### src/rtl/fu_branch_resolve_pkg.sv
// ============================================================================
// Module : fu_branch_resolve_pkg
// Desc   : Shared types for the branch-resolution unit.
// Rev    : 1.0  initial release
// ============================================================================
`default_nettype none

package fu_branch_resolve_pkg;

  localparam int unsigned C_WORD_W     = 32;
  localparam int unsigned C_INSN_BYTES = 4;

  typedef logic [C_WORD_W-1:0] word_t;

  typedef struct packed {
    word_t pc;
    logic  taken;
    word_t target;
  } bp_pred_t;

  typedef enum logic {
    BR_RUN   = 1'b0,
    BR_FLUSH = 1'b1
  } br_state_t;

endpackage

`default_nettype wire

### src/rtl/fu_branch_resolve_inflight_fifo.sv
// ============================================================================
// Module : fu_branch_resolve_inflight_fifo
// Desc   : In-order sync FIFO of in-flight predictions with push/pop/clear.
// Rev    : 1.0  initial release
// ============================================================================
`default_nettype none

module fu_branch_resolve_inflight_fifo #(
  parameter int unsigned DATA_W = 65,
  parameter int unsigned DEPTH  = 8
) (
  input  logic              CLK,
  input  logic              nRST,
  input  logic              push,
  input  logic [DATA_W-1:0] wr_data,
  input  logic              pop,
  input  logic              clear,
  output logic [DATA_W-1:0] rd_data,
  output logic              full,
  output logic              empty
);

  localparam int unsigned C_AW = $clog2(DEPTH);
  localparam int unsigned C_PW = C_AW + 1;

  logic [DATA_W-1:0] r_mem [DEPTH];
  logic [C_PW-1:0]   r_wr_ptr;
  logic [C_PW-1:0]   r_rd_ptr;

  // Extra MSB on each pointer distinguishes full from empty when indices match.
  assign empty   = (r_wr_ptr == r_rd_ptr);
  assign full    = (r_wr_ptr[C_AW] != r_rd_ptr[C_AW]) &&
                   (r_wr_ptr[C_AW-1:0] == r_rd_ptr[C_AW-1:0]);
  assign rd_data = r_mem[r_rd_ptr[C_AW-1:0]];

  always_ff @(posedge CLK) begin
    if (push && !full) begin
      r_mem[r_wr_ptr[C_AW-1:0]] <= wr_data;
    end
  end

  always_ff @(posedge CLK or negedge nRST) begin
    if (!nRST) begin
      r_wr_ptr <= '0;
      r_rd_ptr <= '0;
    end else if (clear) begin
      r_wr_ptr <= '0;
      r_rd_ptr <= '0;
    end else begin
      if (push && !full) begin
        r_wr_ptr <= r_wr_ptr + C_PW'(1);
      end
      if (pop && !empty) begin
        r_rd_ptr <= r_rd_ptr + C_PW'(1);
      end
    end
  end

endmodule

`default_nettype wire

### src/rtl/fu_branch_resolve.sv
// ============================================================================
// Module : fu_branch_resolve
// Desc   : Compares queued fetch predictions against execute outcomes and
//          drives predictor update and front-end redirect/flush.
// Rev    : 1.0  initial release
// ============================================================================
`default_nettype none

module fu_branch_resolve
  import fu_branch_resolve_pkg::*;
#(
  parameter int unsigned WORD_W = 32,
  parameter int unsigned DEPTH  = 8,
  parameter int unsigned CNT_W  = 32
) (
  input  logic              CLK,
  input  logic              nRST,
  input  logic              pred_valid,
  output logic              pred_ready,
  input  logic [WORD_W-1:0] pred_pc,
  input  logic              pred_taken,
  input  logic [WORD_W-1:0] pred_target,
  input  logic              resolve_valid,
  input  logic [WORD_W-1:0] resolve_pc,
  input  logic              actual_taken,
  input  logic [WORD_W-1:0] actual_target,
  output logic              update_btb,
  output logic [WORD_W-1:0] update_pc,
  output logic              branch_outcome,
  output logic [WORD_W-1:0] branch_target,
  output logic              flush,
  output logic [WORD_W-1:0] redirect_pc,
  output logic              resolve_err,
  output logic [CNT_W-1:0]  branch_cnt,
  output logic [CNT_W-1:0]  mispred_cnt
);

  typedef struct packed {
    logic [WORD_W-1:0] pc;
    logic              taken;
    logic [WORD_W-1:0] target;
  } pred_t;

  localparam int unsigned C_ENTRY_W = $bits(pred_t);

  br_state_t          r_state;
  logic               r_ready_en;
  logic               w_full;
  logic               w_empty;
  logic [C_ENTRY_W-1:0] w_rd_data;
  pred_t              w_head;
  logic               w_run;
  logic               w_push;
  logic               w_res;
  logic               w_res_ok;
  logic               w_res_empty;
  logic               w_pc_mis;
  logic               w_mispred;
  logic               w_kill;
  logic               w_pop;
  logic [WORD_W-1:0]  w_redirect;

  assign w_head      = w_rd_data;
  assign w_run       = (r_state == BR_RUN);
  assign pred_ready  = r_ready_en && w_run && !w_full;
  assign w_push      = pred_valid && pred_ready;
  assign w_res       = resolve_valid && w_run;
  assign w_res_ok    = w_res && !w_empty;
  assign w_res_empty = w_res && w_empty;
  assign w_pc_mis    = w_res_ok && (resolve_pc != w_head.pc);
  assign w_mispred   = w_res_ok && ((w_head.taken != actual_taken) ||
                                    (actual_taken && (w_head.target != actual_target)));
  assign w_kill      = w_pc_mis || w_mispred;
  assign w_pop       = w_res_ok && !w_kill;
  assign w_redirect  = actual_taken ? actual_target
                                    : resolve_pc + WORD_W'(C_INSN_BYTES);

  // Clear wins over a same-cycle push, so a kill discards the younger entry too.
  fu_branch_resolve_inflight_fifo #(
    .DATA_W (C_ENTRY_W),
    .DEPTH  (DEPTH)
  ) u_fifo (
    .CLK     (CLK),
    .nRST    (nRST),
    .push    (w_push),
    .wr_data ({pred_pc, pred_taken, pred_target}),
    .pop     (w_pop),
    .clear   (w_kill),
    .rd_data (w_rd_data),
    .full    (w_full),
    .empty   (w_empty)
  );

  always_ff @(posedge CLK or negedge nRST) begin
    if (!nRST) begin
      r_state        <= BR_RUN;
      r_ready_en     <= 1'b0;
      update_btb     <= 1'b0;
      update_pc      <= '0;
      branch_outcome <= 1'b0;
      branch_target  <= '0;
      flush          <= 1'b0;
      redirect_pc    <= '0;
      resolve_err    <= 1'b0;
      branch_cnt     <= '0;
      mispred_cnt    <= '0;
    end else begin
      r_ready_en  <= 1'b1;
      update_btb  <= w_res_ok;
      flush       <= w_kill;
      resolve_err <= w_res_empty || w_pc_mis;

      if (w_res_ok) begin
        update_pc      <= resolve_pc;
        branch_outcome <= actual_taken;
        branch_target  <= actual_target;
      end
      if (w_kill) begin
        redirect_pc <= w_redirect;
      end

      if (w_res_ok && (branch_cnt != {CNT_W{1'b1}})) begin
        branch_cnt <= branch_cnt + CNT_W'(1);
      end
      if (w_kill && (mispred_cnt != {CNT_W{1'b1}})) begin
        mispred_cnt <= mispred_cnt + CNT_W'(1);
      end

      case (r_state)
        BR_RUN:   r_state <= w_kill ? BR_FLUSH : BR_RUN;
        BR_FLUSH: r_state <= BR_RUN;
        default:  r_state <= BR_RUN;
      endcase
    end
  end

endmodule

`default_nettype wire

### config.mk
export PLATFORM = sky130hd
export DESIGN_NAME = fu_branch_resolve
export DESIGN_NICKNAME = d
export VERILOG_FILES = /design/src/rtl/fu_branch_resolve_pkg.sv /design/src/rtl/fu_branch_resolve_inflight_fifo.sv /design/src/rtl/fu_branch_resolve.sv
export SDC_FILE = /design/constraint.sdc
export NUM_CORES = 1
export LEC_CHECK = 0
export ABC_AREA = 1
export CAP_MARGIN = 5
export CORE_MARGIN = 2
export CORE_UTILIZATION = 51
export DETAILED_ROUTE_END_ITERATION = 12
export PLACE_DENSITY = 0.72
export SYNTH_ARGS = -nofsm -noshare
export SYNTH_HDL_FRONTEND = slang
export SYNTH_SLANG_ARGS = --single-unit
### constraint.sdc
create_clock -name CLK -period 5.95 [get_ports CLK]
set_input_delay 0.8925 -clock CLK [delete_from_list [all_inputs] [get_ports CLK]]
set_output_delay 0.8925 -clock CLK [all_outputs]
set_load 0.03 [all_outputs]
Word level (Yosys, flattened, before mapping)

Memory sizes are Yosys's and may differ from the RTL's.
Index checks and enable logic that the tools add are counted.

Order comparisons: 0
Reduce and logical (&&, ||, !) cells: 23
$mul: 0
Div/mod/pow operators: 0
$add $sub $neg: 5
Equal/unequal tests: 8
Shift-type cells: 0
Mux-type cells: 9
Bitwise operators: 1

Operators by type and width:

| cell                                           | number |
|---|---|
| adder 32 x 1 -> 32 bit (second input constant) | 2 |
| != test 32 bit                                 | 2 |
| != test 32 bit (second input constant)         | 2 |
| adder 32 x 3 -> 32 bit (second input constant) | 1 |
| two-way mux 32 bit                             | 1 |
| two-way mux 4 bit                              | 4 |
| logical AND 1 bit                              | 15 |
| adder 4 x 1 -> 4 bit (second input constant)   | 2 |
| equality test 4 bit                            | 1 |
| nonzero test 2 bit                             | 2 |
| equality test 3 bit                            | 1 |
| zero test 1 bit                                | 3 |
| logical OR 1 bit                               | 3 |
| two-way mux 1 bit                              | 3 |
| != test 1 bit                                  | 2 |
| case mux 1 bit (2 select lines)                | 1 |
| inverter 1 bit                                 | 1 |

Bits of input ports: 134
ROM bits: 0
Latch bits: 0
Word-level logic and storage cells: 60
Register bits: 174
Memories kept: 1
RAM bits: 520
Output and inout bits: 165

Memories:

| name         | depth | bits a word | read ports | clocked after memory_dff | wr ports | RTL line                              | text |
|---|---|---|---|---|---|---|---|
| u_fifo.r_mem | 8     | 65          | 1          | 0                        | 1        | fu_branch_resolve_inflight_fifo.sv:26 | `logic [DATA_W-1:0] r_mem [DEPTH];` |

Longest topological paths before layout

An unclocked memory read counts as a cell.

Word-level depth: 11
Gate-level depth with buffers: 23

By module

A second synthesis with hierarchy kept.

Cells, all modules: 2866
Area total of the unflattened synthesis: 30017.5 um^2

By module, submodules not included:

| module                          | area each (um^2) | cells an instance | instances |
|---|---|---|---|
| fu_branch_resolve_inflight_fifo | 20505.9          | 1555              | 1 |
| fu_branch_resolve               | 9511.6           | 1311              | 1 |

Worst setup path after synthesis

No wires, ideal clock.

Path type: reg2reg
From: register u_fifo.r_rd_ptr[0]
To: memory u_fifo.r_mem[7][0] (enable)
Path slack: 977 ps
Path buffers: 3
Library setup time: 491 ps
Period minus slack after synthesis: 4973 ps
Stages on the path, launching flop included: 13
Data arrival time: 4482 ps
Cells stage by stage: dfrtp_1 > buf_4 > buf_4 > buf_4 > xor2_1 > nor3_1 > nand2_1 > nand3_1 > inv_1 > nand2_1 > nor2_1 > inv_1 > nor2_1

Longest elaborated chain between the ends: 8

RTL lines:

| what                                    | RTL line                              | text |
|---|---|---|
| start: declaration                      | fu_branch_resolve_inflight_fifo.sv:28 | `logic [C_PW-1:0] r_rd_ptr;` |
| start signal: assignment                | fu_branch_resolve_inflight_fifo.sv:54 | `r_rd_ptr <= r_rd_ptr + C_PW'(1);` |
| equality test 3 bit                     | fu_branch_resolve_inflight_fifo.sv:33 | `(r_wr_ptr[C_AW-1:0] == r_rd_ptr[C_AW-1:0]);` |
| logical AND 1 bit                       | fu_branch_resolve_inflight_fifo.sv:32 | `assign full = (r_wr_ptr[C_AW] != r_rd_ptr[C_AW]) &&` |
| zero test 1 bit                         | fu_branch_resolve.sv:65               | `assign pred_ready = r_ready_en && w_run && !w_full;` |
| logical AND 1 bit                       | fu_branch_resolve.sv:65               |  |
| named net pred_ready                    | fu_branch_resolve.sv:19               | `output logic pred_ready,` |
| logical AND 1 bit                       | fu_branch_resolve.sv:66               | `assign w_push = pred_valid && pred_ready;` |
| logical AND 1 bit                       | fu_branch_resolve_inflight_fifo.sv:37 | `if (push && !full) begin` |
| two-way mux 1 bit                       | fu_branch_resolve_inflight_fifo.sv:37 |  |
| two-way mux 1 bit (implied by the code) | fu_branch_resolve_inflight_fifo.sv:38 | `r_mem[r_wr_ptr[C_AW-1:0]] <= wr_data;` |
| end: declaration                        | fu_branch_resolve_inflight_fifo.sv:26 |  |

The timed path passes the listed nets, and every way through them passes these cells.

Worst setup path in the final report

From: register u_fifo.r_rd_ptr[1]
To: output port pred_ready

Longest elaborated chain between the ends: 4

RTL lines:

| what                | RTL line |
|---|---|
| equality test 3 bit | fu_branch_resolve_inflight_fifo.sv:33 |
| logical AND 1 bit   | fu_branch_resolve_inflight_fifo.sv:32 |
| zero test 1 bit     | fu_branch_resolve.sv:65 |
| logical AND 1 bit   | fu_branch_resolve.sv:65 |
| end: declaration    | fu_branch_resolve.sv:19 |

Every way passes these cells.

==> results.sh <==
export IMPL_synthDominantCellAreaShare=0.5052
export IMPL_pwr_density_mw_per_mm2=445.6
export IMPL_cts_hold_fix_buffers=0
export IMPL_htree_levels=3
export IMPL_number_of_port_buffers=298
export IMPL_grt_max_degree=195
export IMPL_layout_area_seq_sq_mm=0.01998
export IMPL_cap_viol_max_count=0
export IMPL_final_max_slew_violation_count=0
export IMPL_wl_per_cell_microns=21.01
export IMPL_detail_route_wirelength_met1_microns=36730
export IMPL_clk_latency_ns=0.62
export IMPL_ctsRootBufferMaster="clkbuf_16"
export IMPL_finalSetupViolCount=0
export IMPL_crit_path_end_kind="output pin"
export IMPL_finalCritPeriodShare=0.7940
export IMPL_yosys_cell_count_top_type="nand2_1"
export IMPL_yosysWarnings=0
export IMPL_cts_root_to_sink_buffers=3
export IMPL_drc=0
export IMPL_finish_net_count=3572
export IMPL_post_cts_setup_buffer_count=0
export IMPL_cts_tree="done"
export IMPL_final_util=0.6117
export IMPL_outcome="completed"
export IMPL_top_signal_layer_used="met5"
export IMPL_wl_met3_microns=8740
export IMPL_worst_endpoint_arrival_ns=3.83
export IMPL_placeableCoreArea_sq_mm=0.06013
export IMPL_met2_wirelength_microns=41360
export IMPL_crit_path_start_kind="register"
export IMPL_clock_skew_final_ns=0.01580
export IMPL_total_area_of_multi_input_combinational_cells_sq_mm=0.009245
export IMPL_ys_ff_latch=694
export IMPL_clock_sinks=694
export IMPL_total_routing_usage_reported_by_global_routing=0.2857
export IMPL_fin_cells=4271
export IMPL_fillerInstances=4949
export IMPL_ir_worst_vdd_mv=0.2777
export IMPL_post_dp_hpwl_microns=58640
export IMPL_highest_attainable_clock_frequency_ghz=0.2117
export IMPL_drive_above_1_share=0.04531
export IMPL_synth_area_leader_cell="edfxtp_1"
export IMPL_post_synth_main_area_contributors="edfxtp_1 (51%), dfrtp_1 (14%), nand2_1 (11%)"
export IMPL_fin_hold_ws_ns=0.4035
export IMPL_worstMarginPinSlew_ns=1.059
export IMPL_vias_per_cell=5.478
export IMPL_vias=23400
export IMPL_leak_pwr_nw=15.09
export IMPL_syn_to_final_growth_pct=19.00
export IMPL_drt_first_iter_violations=2477
export IMPL_totalNegativeSetupSlack_ns=0
export IMPL_grt_setup_unrepaired="false"
export IMPL_totalWireLength_microns=89720
export IMPL_syn_instance_count=3163
export IMPL_critical_path_peak_fanout=64
export IMPL_cts_clk_slew_worst_paths_ns=0.06
export IMPL_placementRows=90
export IMPL_ys_flop_type="edfxtp_1"
export IMPL_number_of_global_route_vias_before_repair=22120
export IMPL_postSynthNetCount=3302
export IMPL_die_h_microns=250.2
export IMPL_gpl_final_weighted_congestion=1.010
export IMPL_initial_core_util=0.5140
export IMPL_io_pin_count=299
export IMPL_path_class="register to output pin"
export IMPL_remaining_global_route_overflow=0
export IMPL_final_period_minus_worst_setup_slack_ns=4.725
export IMPL_async_reset_ff_frac=0.2507
export IMPL_total_power_mw=16.39
export IMPL_grt_antenna_before_repair=5
export IMPL_synth_top_cells_by_count="nand2_1 (942), edfxtp_1 (520), nor2_1 (407)"
export IMPL_die_area_sq_mm=0.06259
export IMPL_timing_hold_worst_class="primary input to asynchronous set/reset pin"
export IMPL_die_width_microns=250.2
export IMPL_route_antenna_remaining_nets=0
export IMPL_grt_first_pass_wirelength_microns=135000
export IMPL_timing_final_hold_violations=0
export IMPL_numCtsBuffers=73
export IMPL_post_cts_resized=0
export IMPL_synth_edff_count=520
export IMPL_timing_slew_headroom=0.2926
export IMPL_place_inst=4140
export IMPL_netlist_cell_type_count=36
export IMPL_ys_seq_area_frac=0.6460
export IMPL_critPathRequiredTime_ns=5.06
export IMPL_synth_avg_cell_area_sq_um=9.772
export IMPL_syn_area_sq_mm=0.03091
export IMPL_firstDrtPassIters=6
routing by layer:
layer,up-vias,GRT usage
li1,10970,-
met5,-,0
met4,8,0.09581
met3,183,0.06443
met2,1137,0.4574
met1,11100,0.3882
cell type report:
class,instances,area share
clock buffer,110,0.05653
tap,782,0.02660
sequential,694,0.5431
inverter,249,0.02575
multi-input combinational,2076,0.2513
timing repair buffer,339,0.09229
antenna,2,0.0001361
clock inverter,19,0.004218
report_power, final:
group,internal (mW),total [mW],switching (mW)
registers,5.75,6.10,0.349
logic,1.90,5.95,4.05
clock network,2.50,4.34,1.84
worst paths after layout:
kind	start	cells past startpoint	to	slack [ns]
setup reg to reg	u_fifo.r_rd_ptr[1]	17	mispred_cnt[11]	1.50
max in group asynchronous	nRST	2	branch_cnt[11]	4.09
setup / recovery	u_fifo.r_rd_ptr[1]	7	pred_ready	1.23
hold / removal	nRST	1	mispred_cnt[23]	0.40
hold reg to reg	redirect_pc[11]	2	redirect_pc[11]	0.47
min in group CLK	redirect_pc[11]	2	redirect_pc[11]	0.47
flip-flops by register name, summed over array words and instances, names as in the netlist:
name             count
flush                1
r_ready_en           1
branch_outcome       1
branch_target       32
redirect_pc         32
update_pc           32
branch_cnt          32
mispred_cnt         32
resolve_err          1
u_fifo.r_mem       520
u_fifo.r_rd_ptr      4
u_fifo.r_wr_ptr      4
update_btb           1
r_state              1
per-stage QoR:
step,setup WS (ns),cell area [sq um]
floorplan,0.9767,30910
global placement,1.642,34540
detailed placement,1.595,34540
CTS,1.235,36780
global route,1.054,36780
finish,1.225,36780
cells by family after synthesis:
group	share of synthesized area
compound gates	0.04432
xor+xnor	0.02579
fa+ha+maj	0.002024
buf+inv	0.05687
flops	0.6460
other cells	0.0001213
simple gates	0.2248
worst max-delay path, cell delays in order (launching register included):
cell,delay [ns]
dfrtp_4,0.97
buf_4,0.79
xor2_1,0.15
nor3_1,0.34
nand2_1,0.08
nand3_1,0.09
inv_1,0.09
clkdlybuf4s50_1,0.64
cell usage in the layout, fill, tap and decap left out, drive strengths merged, types with 6 or more instances in the layout:
cell           synthesis  layout
edfxtp               520     520
buf                  111      41
dfrtp                174     174
clkdlybuf4s50          0     297
o21ai                247     247
xnor2                 23      23
nand3                286     286
nor4                  14      14
inv                  249     253
nand2                942     942
nand4                 25      25
xor2                  68      68
nor2                 408     408
clkbuf                33     111
o211ai                 6       6
nor3                  35      35
clkinv                 0      12
Power figures use the tool's default switching activity.
